===== src/rtl/uart_rx_pkg.sv =====
// uart_rx_pkg: shared constants and the queued-entry bundle for the UART Rx path.
// Holds one-hot Rx state codes, enable levels, data width and the FIFO entry layout.
package uart_rx_pkg;

  localparam logic [4:0] INTERVAL  = 5'b00001;
  localparam logic [4:0] STARTBIT  = 5'b00010;
  localparam logic [4:0] DATABITS  = 5'b00100;
  localparam logic [4:0] PARITYBIT = 5'b01000;

  localparam logic ENABLE  = 1'b1;
  localparam logic DISABLE = 1'b0;

  localparam int DATA_BITS = 8;

  typedef struct packed {
    logic                 perr;
    logic [DATA_BITS-1:0] data;
  } rx_entry_t;

endpackage


===== src/rtl/uart_rx_fifo.sv =====
// uart_rx_fifo: synchronous byte queue with a registered head entry.
// Ports: clk, rst, push/din in; ready in; dout/valid/full/level/overflow out.
module uart_rx_fifo #(
  parameter int DEPTH = 4
) (
  input  logic                      clk,
  input  logic                      rst,
  input  logic                      push,
  input  logic [8:0]                din,
  input  logic                      ready,
  output logic [8:0]                dout,
  output logic                      valid,
  output logic                      full,
  output logic [$clog2(DEPTH):0]    level,
  output logic                      overflow
);

  localparam int AW = $clog2(DEPTH);
  localparam int LW = AW + 1;

  logic [8:0]    mem [DEPTH];
  logic [AW-1:0] rd_r;
  logic [AW-1:0] wr_r;
  logic [AW-1:0] rd_inc;
  logic [LW-1:0] cnt_r;
  logic [LW-1:0] cnt_nxt;
  logic [8:0]    head_r;
  logic [8:0]    head_nxt;
  logic          pop;
  logic          wr_en;
  logic          empty;

  assign empty    = (cnt_r == '0);
  assign full     = (cnt_r == LW'(DEPTH));
  assign pop      = ready & ~empty;
  // A full queue still accepts a push when the head leaves this cycle.
  assign wr_en    = push & (~full | pop);
  assign overflow = push & full & ~pop;
  assign rd_inc   = rd_r + AW'(1);

  always_comb begin
    cnt_nxt = cnt_r;
    unique case ({wr_en, pop})
      2'b10:   cnt_nxt = cnt_r + LW'(1);
      2'b01:   cnt_nxt = cnt_r - LW'(1);
      default: cnt_nxt = cnt_r;
    endcase
  end

  // Head register tracks the entry that will be at rd after this edge.
  always_comb begin
    head_nxt = head_r;
    if (empty) begin
      if (wr_en) head_nxt = din;
    end else if (pop) begin
      if (cnt_r == LW'(1)) begin
        if (wr_en) head_nxt = din;
      end else begin
        head_nxt = mem[rd_inc];
      end
    end
  end

  always_ff @(posedge clk) begin
    if (wr_en) mem[wr_r] <= din;
  end

  always_ff @(posedge clk) begin
    if (rst) begin
      rd_r   <= '0;
      wr_r   <= '0;
      cnt_r  <= '0;
      head_r <= '0;
    end else begin
      if (wr_en) wr_r <= wr_r + AW'(1);
      if (pop)   rd_r <= rd_inc;
      cnt_r  <= cnt_nxt;
      head_r <= head_nxt;
    end
  end

  assign dout  = head_r;
  assign valid = ~empty;
  assign level = cnt_r;

endmodule


===== src/rtl/uart_rx_frame_ctrl.sv =====
// uart_rx_frame_ctrl: assembles Rx bytes, checks parity, queues them, runs a stall watchdog.
// Ports: Rx state/bit strobes and config in; head byte, level, sticky flags, Recover_o out.
module uart_rx_frame_ctrl #(
  parameter int FIFO_DEPTH = 4,
  parameter int WD_LIMIT   = 1024
) (
  input  logic                          clk,
  input  logic                          rst,
  input  logic                          p_Enable_i,
  input  logic [4:0]                    State_i,
  input  logic [3:0]                    BitCounter_i,
  input  logic                          Bit_Synch_i,
  input  logic                          BitValue_i,
  input  logic                          p_ParityEnable_i,
  input  logic                          p_ParityOdd_i,
  input  logic                          Ready_i,
  input  logic                          ClearErr_i,
  output logic [7:0]                    Data_o,
  output logic                          ParityErr_o,
  output logic                          Valid_o,
  output logic [$clog2(FIFO_DEPTH):0]   Level_o,
  output logic                          Overrun_o,
  output logic                          Timeout_o,
  output logic                          Recover_o
);

  import uart_rx_pkg::*;

  localparam int WW = (WD_LIMIT > 2) ? $clog2(WD_LIMIT) : 1;

  logic                 en;
  logic                 in_start;
  logic                 in_data;
  logic                 in_par;
  logic                 bit_data;
  logic                 commit_np;
  logic                 commit_p;
  logic                 commit;
  logic [DATA_BITS-1:0] shift_r;
  logic [DATA_BITS-1:0] byte_nxt;
  logic                 acc_r;
  logic                 perr;
  logic [WW-1:0]        wd_r;
  logic                 wd_inc;
  logic                 wd_fire;
  logic                 ovf;
  logic                 full;
  rx_entry_t            ent;
  logic [8:0]           head;

  assign en       = (p_Enable_i == ENABLE);
  assign in_start = (State_i == STARTBIT);
  assign in_data  = (State_i == DATABITS);
  assign in_par   = (State_i == PARITYBIT);

  assign bit_data  = en & Bit_Synch_i & in_data;
  assign commit_np = bit_data & ~p_ParityEnable_i
                   & (BitCounter_i == 4'd7);
  assign commit_p  = en & Bit_Synch_i & in_par
                   & p_ParityEnable_i;
  assign commit    = commit_np | commit_p;

  // Byte including the bit landing this cycle, so a
  // parity-less commit sees all eight bits.
  always_comb begin
    byte_nxt = shift_r;
    if (!BitCounter_i[3]) byte_nxt[BitCounter_i[2:0]] = BitValue_i;
  end

  assign perr = ((acc_r ^ BitValue_i) != p_ParityOdd_i);

  always_comb begin
    ent = '0;
    if (commit_p) begin
      ent.perr = perr;
      ent.data = shift_r;
    end else begin
      ent.perr = 1'b0;
      ent.data = byte_nxt;
    end
  end

  // Any non-INTERVAL code, including illegal ones, counts as stalled.
  assign wd_inc  = en & (State_i != INTERVAL) & ~Bit_Synch_i;
  assign wd_fire = wd_inc & (wd_r == WW'(WD_LIMIT - 1));

  always_ff @(posedge clk) begin
    if (rst) begin
      shift_r <= '0;
      acc_r   <= 1'b0;
    end else if (!en || wd_fire || commit || in_start) begin
      shift_r <= '0;
      acc_r   <= 1'b0;
    end else if (bit_data) begin
      shift_r <= byte_nxt;
      acc_r   <= acc_r ^ BitValue_i;
    end
  end

  always_ff @(posedge clk) begin
    if (rst) begin
      wd_r <= '0;
    end else if (!wd_inc || wd_fire) begin
      wd_r <= '0;
    end else begin
      wd_r <= wd_r + WW'(1);
    end
  end

  always_ff @(posedge clk) begin
    if (rst) begin
      Recover_o <= 1'b0;
      Timeout_o <= 1'b0;
      Overrun_o <= 1'b0;
    end else begin
      Recover_o <= wd_fire;
      if (wd_fire)         Timeout_o <= 1'b1;
      else if (ClearErr_i) Timeout_o <= 1'b0;
      if (ovf)             Overrun_o <= 1'b1;
      else if (ClearErr_i) Overrun_o <= 1'b0;
    end
  end

  uart_rx_fifo #(
    .DEPTH (FIFO_DEPTH)
  ) u_fifo (
    .clk      (clk),
    .rst      (rst),
    .push     (commit),
    .din      (ent),
    .ready    (Ready_i),
    .dout     (head),
    .valid    (Valid_o),
    .full     (full),
    .level    (Level_o),
    .overflow (ovf)
  );

  assign Data_o      = head[7:0];
  assign ParityErr_o = head[8];

endmodule

===== config.mk =====
export PLATFORM = sky130hd
export DESIGN_NAME = uart_rx_frame_ctrl
export DESIGN_NICKNAME = d
export VERILOG_FILES = /design/src/rtl/uart_rx_pkg.sv /design/src/rtl/uart_rx_fifo.sv /design/src/rtl/uart_rx_frame_ctrl.sv
export SDC_FILE = /design/constraint.sdc
export NUM_CORES = 1
export LEC_CHECK = 0
export CAP_MARGIN = 20
export CORE_MARGIN = 2
export CORE_UTILIZATION = 51
export DETAILED_ROUTE_END_ITERATION = 12
export GPL_TIMING_DRIVEN = 0
export PLACE_DENSITY = 0.75
export SLEW_MARGIN = 25
export SYNTH_ARGS = -nofsm -noshare
export SYNTH_HDL_FRONTEND = slang
export SYNTH_SLANG_ARGS = --single-unit
export TNS_END_PERCENT = 10

===== constraint.sdc =====
create_clock -name clk -period 2 [get_ports clk]
set_input_delay 0.3 -clock clk [delete_from_list [all_inputs] [get_ports clk]]
set_output_delay 0.3 -clock clk [all_outputs]
set_load 0.05 [all_outputs]

=== Word-level counts from Yosys, hierarchy flattened ===
Memory sizes are Yosys's and may differ from the RTL's.
Cells that the tools add are included.
W data, S select, Z words.

* Flip-flop bits (word level): 38
* Memory bits (writable): 36
* Input bits: 18
* Logic and storage cells: 79
* Memories: 1

{| class="wikitable"
|+ Memories
! name !! words !! width !! read ports !! clocked after memory_dff !! write ports !! RTL line !! source
|-
| u_fifo.mem || 4 || 9 || 1 || 0 || 1 || uart_rx_fifo.sv:21 || <nowiki>logic [8:0] mem [DEPTH];</nowiki>
|}

* Add/subtract/negate cells: 5
* Magnitude comparators: 2
* Equal/unequal tests: 11
* Muxes and demuxes: 15
* Bitwise gates (word level): 21
* Reduce and logical (&&, ||, !) cells: 14

{| class="wikitable"
|+ Operator list
! operator !! count
|-
| $mux W9 || 5
|-
| $and A1 B1 Y1 || 13
|-
| $add A10 B1 Y10 const B || 1
|-
| $eq A10 B10 Y1 const B || 1
|-
| $bwmux W8 || 1
|-
| $mux W8 || 1
|-
| $reduce_bool A2 Y1 || 4
|-
| $mux W1 || 6
|-
| $pmux W3 S2 || 1
|-
| $eq A5 B2 Y1 const B || 1
|-
| $eq A5 B3 Y1 const B || 1
|-
| $eq A5 B4 Y1 const B || 1
|-
| $ne A5 B1 Y1 const B || 1
|-
| $not A1 Y1 || 5
|-
| $add A2 B1 Y2 const B || 2
|-
| $eq A4 B3 Y1 const B || 1
|-
| $logic_or A1 B1 Y1 || 4
|-
| $lt A3 B4 Y1 const B || 1
|-
| $reduce_or A2 Y1 || 2
|-
| $add A3 B1 Y3 const B || 1
|-
| $demux W1 S3 || 1
|-
| $eq A3 B1 Y1 const B || 1
|-
| $eq A3 B3 Y1 const B || 1
|-
| $ge A3 B1 Y1 const B || 1
|-
| other kinds (9) || 11
|}

=== Depth between registers and ports, before layout ===
Gate-level depths: netlist of run 1.

* Depth in word-level cells: 11
* Gate-level depth with buffers: 10
* Depth with buffers taken out: 10

=== Modules after synthesis ===
A second synthesis of run 1 with hierarchy kept.

* Cell total of the unflattened synthesis: 305
* Area, all modules: 3616.0 µm²

{| class="wikitable"
|+ Modules (own cells, without submodules)
! module !! instances !! cells each !! area each (µm²)
|-
| uart_rx_fifo || 1 || 156 || 2309.7
|-
| uart_rx_frame_ctrl || 1 || 149 || 1306.3
|}

=== Worst setup path after synthesis of run 1 ===
Ideal clock, no wire load.

* Kind: flip-flop to flip-flop
* From: reg u_fifo.cnt_r[0] (netlist: u_fifo.level[0])
* To: reg u_fifo.cnt_r[2] (netlist: u_fifo.level[2])
* Library setup time: 0.071 ns
* Arrival time: 2.492 ns
* Required time: 1.929 ns
* Path slack: -0.562 ns
* Stages on the path, launching flop included: 8
* Buffers on the path: 0
* Clock period less this slack: 2.562 ns
* Path through: dfxtp_1 -> inv_1 -> ha_1 -> nand2b_1 -> and2_1 -> ha_1 -> or3_1 -> a21oi_1

* Longest elaborated chain between the ends: 7
* Elaborated cells on any way between the ends: 13

{| class="wikitable"
|+ Ends and longest elaborated chain
! item !! RTL line !! source
|-
| start: declaration || uart_rx_fifo.sv:25 || <nowiki>logic [LW-1:0] cnt_r;</nowiki>
|-
| start signal: assignment || uart_rx_fifo.sv:77 || <nowiki>cnt_r <= cnt_nxt;</nowiki>
|-
| $logic_not A3 Y1 * || uart_rx_fifo.sv:33 || <nowiki>assign empty = (cnt_r == '0);</nowiki>
|-
| $not A1 Y1 * || -- ||
|-
| via Valid_o || uart_rx_frame_ctrl.sv:20 || <nowiki>output logic Valid_o,</nowiki>
|-
| $and A1 B1 Y1 * || uart_rx_fifo.sv:35 || <nowiki>assign pop = ready & ~empty;</nowiki>
|-
| via u_fifo.pop || uart_rx_fifo.sv:29 || <nowiki>logic pop;</nowiki>
|-
| $or A1 B1 Y1 || uart_rx_fifo.sv:37 || <nowiki>assign wr_en = push & (~full | pop);</nowiki>
|-
| $and A1 B1 Y1 || uart_rx_fifo.sv:37 ||
|-
| $eq A2 B1 Y1 or $eq A2 B2 Y1 (tied branches) || uart_rx_fifo.sv:43 || <nowiki>unique case ({wr_en, pop})</nowiki>
|-
| $pmux W3 S2 or $reduce_bool A2 Y1 (tied branches) || -- ||
|}

Mark *: on every way through the listed nets, which the timed path passes. The rest lies on a longest branch.
A chain may end at the register's enable or synchronous reset.

=== Final worst setup path of run 1 ===
* From: reg u_fifo.cnt_r[1] (netlist: u_fifo.level[1])
* To: reg u_fifo.cnt_r[2] (netlist: u_fifo.level[2])

* Longest elaborated chain between the ends: 7
* Elaborated cells on any way between the ends: 13

{| class="wikitable"
|+ Ends and longest elaborated chain
! item !! RTL line
|-
| $logic_not A3 Y1 || uart_rx_fifo.sv:33
|-
| $not A1 Y1 || uart_rx_fifo.sv:35
|-
| $and A1 B1 Y1 || uart_rx_fifo.sv:35
|-
| $or A1 B1 Y1 || uart_rx_fifo.sv:37
|-
| $and A1 B1 Y1 || uart_rx_fifo.sv:37
|-
| $eq A2 B1 Y1 or $eq A2 B2 Y1 (tied branches) || uart_rx_fifo.sv:43
|-
| $pmux W3 S2 or $reduce_bool A2 Y1 (tied branches) || --
|}

Parallel ways exist; a longest one is shown, timed or not.

==> results.yml, run 1 <==
detailed_routing:
  routed_wl_microns: 7070
  vias: 2391
  drc_errors: 0
  viasPerCell: 5.57
  routedWlPerCell_microns: 16.5
  postRouteAntennaNets: 0
  drt_iter0_drc: 129
  drt_first_pass_iters: 6
layout:
  fin_util: 0.638
  area_growth_pct: 22.6
  final_cell_mix: "edfxtp_1 (36), dfxtp_1 (35), nor2_1 (35)"
  fin_area_sq_um: 4260
  n_antenna_cell: 0
  layout-drive-gt1-share: 0.209
  final_common_cell: "edfxtp_1"
  final.fill_count: 512
  layout.nets: 372
clocking:
  worstSkewPairLatency_ps: 350
  cts_tree: "built"
  clk_path_buf_depth: 2
  clock_sinks: 74
  htree_levels: 3
  holdBufCountCts: 0
  root_buffer: "clkbuf_8"
  path_clk_slew_ps: 70
  cts_made_buffers: 9
synth:
  syn-num-nets: 323
  synth-seq-cells: 74
  ys.flop_type: "dfxtp_1"
  yosysSeqAreaShare: 0.530
  yosys_warnings: 0
  async_flop_share: 0
  syn_area_per_cell_sq_um: 11.8
  ys_types: 51
  synth_cells: 295
  syn_area_sq_um: 3470
  synth_edf_count: 36
sta:
  slew_viol_final: 0
  min_period_ps: 1940
  max_slew_margin: 0.600
  fin_ws_ps: 56.1
  fin_crit_sh: 0.972
  final-hold-violation-count: 0
  fmax_mhz: 514
  worst_slew_pin_slew_ps: 600
  finalClockSkew_ps: 7.22
  fin_setup_tns_ps: 0
  setup_viol: 0
  rsz0062_at_grt: "true"
floorplanning:
  initial_core_util: 0.520
  ioPinCount: 34
  die_w_microns: 86.5
  coreArea_sq_um: 6680
  die_h_microns: 86.5
  dieArea_sq_um: 7490
  rows: 30
global_routing:
  grt.overflow.total: 0
  grt_max_degree: 13
  track_usage: 0.201
  grt_pass1_vias: 2399
  antenna_found_initial: 0
  grt_pass1_wl_microns: 11400
pwr:
  peakVddDrop_mv: 0.385
  powerDensity_nw_per_um2: 937
  leakage_nw: 1.52
  power_w: 0.00399
placement:
  io_buffers: 33
  dp_slack_ps: -850
  place_congestion: 0.835
  placed_cell_area_sq_um: 3940
  dp_hpwl_microns: 4880
setup_path:
  arrival_ps: 2220
  reg2reg_from: "u_fifo.level[1]"
  startpoint_type: "flop"
  path_delay_family: "simple AND/OR/NAND/NOR gates"
  critPathMostFrequentCell: "ha_4"
  crit_fanout: 5
  crit_path_start: "u_fifo.level[1]"
  path_class: "flop to flop"
  worst_ep_required_time_ps: 2270
  path_buf_inv: 3
  endpoint_kind: "flop"
  crit_chain: "inv_1 -> ha_4 -> nand2_1 -> nor2_2 -> nor3_4 -> buf_6 -> inv_2 -> ha_4 -> or3_1 -> a21oi_2"
  cp_slowest_stage_delay_ps: 360
  slowest_stage: "or3_1"
worst_hold_path:
  hp-start: "Bit_Synch_i"
  hold_path.class: "input pin to flop"
status:
  status: "complete, no violations"
flow_run:
  maxCapViolations: 0
synth_stat cells (all sizes together) (5+ instances only):
cell type  number  area share
a21oi           9       0.013
a311oi         12       0.032
and2            6       0.011
clkbuf          8      0.0086
dfxtp          38        0.22
edfxtp         36        0.31
ha             10       0.036
inv             9      0.0097
mux2            7       0.023
mux2i           6       0.017
mux4            9       0.058
nand2          21       0.025
nand2b          7       0.013
nand3           9       0.013
nor2           36       0.039
nor3            7       0.013
or3             6       0.012
xnor2          11       0.028
xor2            5       0.013
worst min-delay path, delay by kind of cell:
| kind | cells | cell delay [ps] |
|---|---|---|
| buffers and inverters | 1 | 120 |
| AND/OR/NAND/NOR | 2 | 190 |
| AO/OA/AOI/OAI | 1 | 80 |
state kept, by name, indices dropped and copies added (netlist names):
| register | flops |
|---|---|
| u_fifo.mem | 36 |
| wd_r | 10 |
| u_fifo.dout | 9 |
| shift_r | 8 |
| u_fifo.level | 3 |
| u_fifo.rd_r | 2 |
| u_fifo.wr_r | 2 |
| Overrun_o | 1 |
| Recover_o | 1 |
| Timeout_o | 1 |
| acc_r | 1 |
final cells by class:
cell class | instances | area, sq um | share of cell area
inverters | 9 | 33.8 | 0.00793
clock buffers | 10 | 128 | 0.0300
flip-flops and latches | 74 | 1850 | 0.434
multi-input cells | 201 | 1620 | 0.381
well taps | 80 | 100 | 0.0235
clock inverters | 6 | 105 | 0.0247
plain buffers | 10 | 51.3 | 0.0120
repair buffers | 39 | 368 | 0.0863
timing repair:
action | CTS | global route
setup buffers | 3 | 3
gates resized for setup | 17 | 22
setup endpoints to repair | 82 | 56
endpoints found under the hold margin | 0 | 0
pin swaps | 2 | 4
cell families (layout without fill, tap and decap cells):
kind of cell    Yosys count  in the layout  synth area share
buf+inv                  20             74            0.0241
mux                      22             22            0.0983
flops                    74             74             0.530
compound gates           41             41            0.0943
fa+ha+maj                10             10            0.0360
xor+xnor                 16             16            0.0403
simple gates            112            112             0.177
metrics by stage:
stage / hold WS [ps] / std cells
6_report: 378 / 429
5_1_grt: 415 / 429
4_1_cts: 457 / 427
3_5_place_dp: 443 / 408
3_3_place_gp: 439 / 408
2_1_floorplan: 430 / 295
power breakdown:
part           total [W]  switching, W  internal [W]
clock network    0.00136      0.000540      0.000823
registers        0.00168     0.0000389       0.00164
logic           0.000949      0.000584      0.000365
total            0.00399       0.00116       0.00283
metal layers:
layer / global-route usage / vias to the layer above / part of all wire
li1: - / 1176 / -
met1: 0.252 / 1153 / 0.45
met2: 0.336 / 50 / 0.49
met3: 0.0457 / 12 / 0.034
met4: 0.0824 / 0 / 0.024
met5: 0 / - / 0
final timing paths:
path	cells after the start	slack [ps]	endpoint
max reg2reg	10	60	u_fifo.level[2]
min	4	380	wd_r[8]
max	10	60	u_fifo.level[2]
min reg2reg	2	460	shift_r[1]
Power figures use the tool's default switching activity.
==> inputs of run 2 (changes only) <==
- CELL_PAD_IN_SITES_DETAIL_PLACEMENT: default -> 0
- CELL_PAD_IN_SITES_GLOBAL_PLACEMENT: default -> 1
- CORE_UTILIZATION: 51 -> 41
- PLACE_DENSITY: 0.75 -> default
- PLACE_DENSITY_LB_ADDON: default -> 0.1
==> run 2 against run 1 <==
Sequential power hardly changed. Critical endpoint unchanged. Clock-buffer cell count decreased by 1. Via count rose by 1.0%. Wire length up 6.6%. Critical path type is now input pin to flop. Utilization down 11 points. Sequential cell count unchanged. Worst hold slack worse by 19 ps. Largest power group unchanged. Sequential share of layout area fell by 0.44 points. Final area grew 1.0%. Die area increased by 23%. Maximum frequency is 0.86% lower. Clock power fell by 4%.
==> results.yml, run 2 (same netlist as run 1, synthesis figures left out) <==
status:
  status: "complete, no violations"
worst_hold_path:
  hold_path.class: "input pin to flop"
setup_path:
  endpoint_kind: "flop"
  r2r_slack_ps: 120
  worst_ep_required_time_ps: 2280
  path_buf_inv: 2
  slowest_stage: "clkdlybuf4s50_1"
  startpoint_type: "input pin"
  arrival_ps: 2240
  cp_slowest_stage_delay_ps: 530
  path_class: "input pin to flop"
  path_delay_family: "simple AND/OR/NAND/NOR gates"
  crit_chain: "clkdlybuf4s50_1 -> nand2_2 -> o32a_4 -> nor3_4 -> inv_2 -> ha_4 -> mux2i_1 -> or3_1 -> a21oi_2"
  crit_fanout: 3
placement:
  place_inst: 433
  placed_cell_area_sq_um: 3970
  place_congestion: 0.746
  io_buffers: 33
  dp_hpwl_microns: 5350
pwr:
  powerDensity_nw_per_um2: 914
  peakVddDrop_mv: 0.409
  leakage_nw: 1.49
layout:
  final_common_cell: "edfxtp_1"
  final.fill_count: 739
  multi_input_area_sq_um: 1640
  final_cell_mix: "edfxtp_1 (36), dfxtp_1 (35), nor2_1 (35)"
  n_antenna_cell: 0
  area_growth_pct: 23.9
  layout.nets: 375
  layout-drive-gt1-share: 0.233
  regArea_sq_um: 1850
  stdcell_count: 457
  largest_register_ffs: 36
  fin_area_sq_um: 4300
  largest-register: "u_fifo.mem"
floorplanning:
  die_w_microns: 96.1
  rows: 33
  coreArea_sq_um: 8220
  initial_core_util: 0.423
  die_h_microns: 96.1
  dieArea_sq_um: 9230
  ioPinCount: 34
clocking:
  holdBufCountCts: 0
  root_buffer: "clkbuf_8"
  worstSkewPairLatency_ps: 350
  clock_sinks: 74
  htree_levels: 3
  path_clk_slew_ps: 80
  clk_path_buf_depth: 2
  cts_tree: "built"
  cts_made_buffers: 9
sta:
  holdWs_ps: 359
  finalClockSkew_ps: 12.0
  max_slew_margin: 0.550
  rsz0062_at_grt: "true"
  setup_viol: 0
  min_period_ps: 1960
  worst_slew_pin_slew_ps: 674
  slew_viol_final: 0
  fmax_mhz: 510
  final-hold-violation-count: 0
  fin_crit_sh: 0.980
detailed_routing:
  drc_errors: 0
  viasPerCell: 5.28
  routedWlPerCell_microns: 16.5
  vias: 2415
  postRouteAntennaNets: 0
  drt_first_pass_iters: 4
  routed_wl_microns: 7540
  drt_iter0_drc: 142
global_routing:
  grt.overflow.total: 0
  antenna_found_initial: 0
  grt_pass1_vias: 2416
  track_usage: 0.182
  grt_max_degree: 15
  grt_pass1_wl_microns: 12300
flow_run:
  maxCapViolations: 0
-- run 2: cell types whose count changed in the layout (fill, tap and decap cells not counted), moves of 2 or more --
cell            change
buf_4               +5
clkbuf_1            -2
clkinv_2            -3
clkinvlp_4          +2
dlygate4sd2_1       +4
dlymetal6s2s_1      -5
inv_6               +2
-- run 2: stage by stage --
| step | setup TNS [ps] | util | power (W) | worst slack, ps |
|---|---|---|---|---|
| 3_5_place_dp | -61490 | 0.483 | 0.00266 | -913 |
| 6_report | 0 | 0.524 | 0.00394 | 39.1 |
| 5_1_grt | -74.6 | 0.524 | 0.00412 | -39.5 |
| 4_1_cts | -2.45 | 0.523 | 0.00399 | -2.45 |
| 3_3_place_gp | -60770 | 0.483 | 0.00265 | -876 |
| 2_1_floorplan | -35.4 | - | 0.00235 | -35.4 |
-- run 2: timing repair --
action                                  CTS  global route
pin swaps                                 5             3
resized for setup                        29            10
buffers inserted                          9             2
gates cloned                              0             0
endpoints found under the setup margin   83            64
-- run 2: tightest hold or removal path, delay by kind of cell --
kind | cells | cell delay [ps]
AOI/OAI and AO/OA | 1 | 50
buffers and inverters | 1 | 150
and+or+nand+nor | 2 | 160
-- run 2: layout make-up --
cell class                 count  area share
clock buffer                   9      0.0288
timing repair buffer          43      0.0890
sequential                    74       0.430
tap                          105      0.0305
inverter                       9     0.00785
buffer                         9      0.0105
multi-input combinational    201       0.380
clock inverter                 7      0.0235
-- run 2: power breakdown --
part           internal [W]  total (W)  switching, W
Combinational      0.000358   0.000947      0.000590
Clock              0.000713    0.00131      0.000598
Sequential          0.00164    0.00168     0.0000376
Total               0.00271    0.00394       0.00122
-- run 2: worst paths after layout --
kind / start / to / cells past startpoint
max: p_ParityEnable_i / u_fifo.level[2] / 9
min: BitCounter_i[3] / shift_r[4] / 4
max reg2reg: u_fifo.level[1] / u_fifo.level[2] / 8
min reg2reg: shift_r[1] / shift_r[1] / 2
-- run 2: routing by layer --
metal  GRT usage  routed length (microns)  share of wire  up-vias
met5           0                        0              0        -
met1       0.229                     3400           0.45     1166
li1            -                        -              -     1194
met3      0.0540                      241          0.032        9
met4      0.0440                      102          0.014        0
met2       0.306                     3790           0.50       46
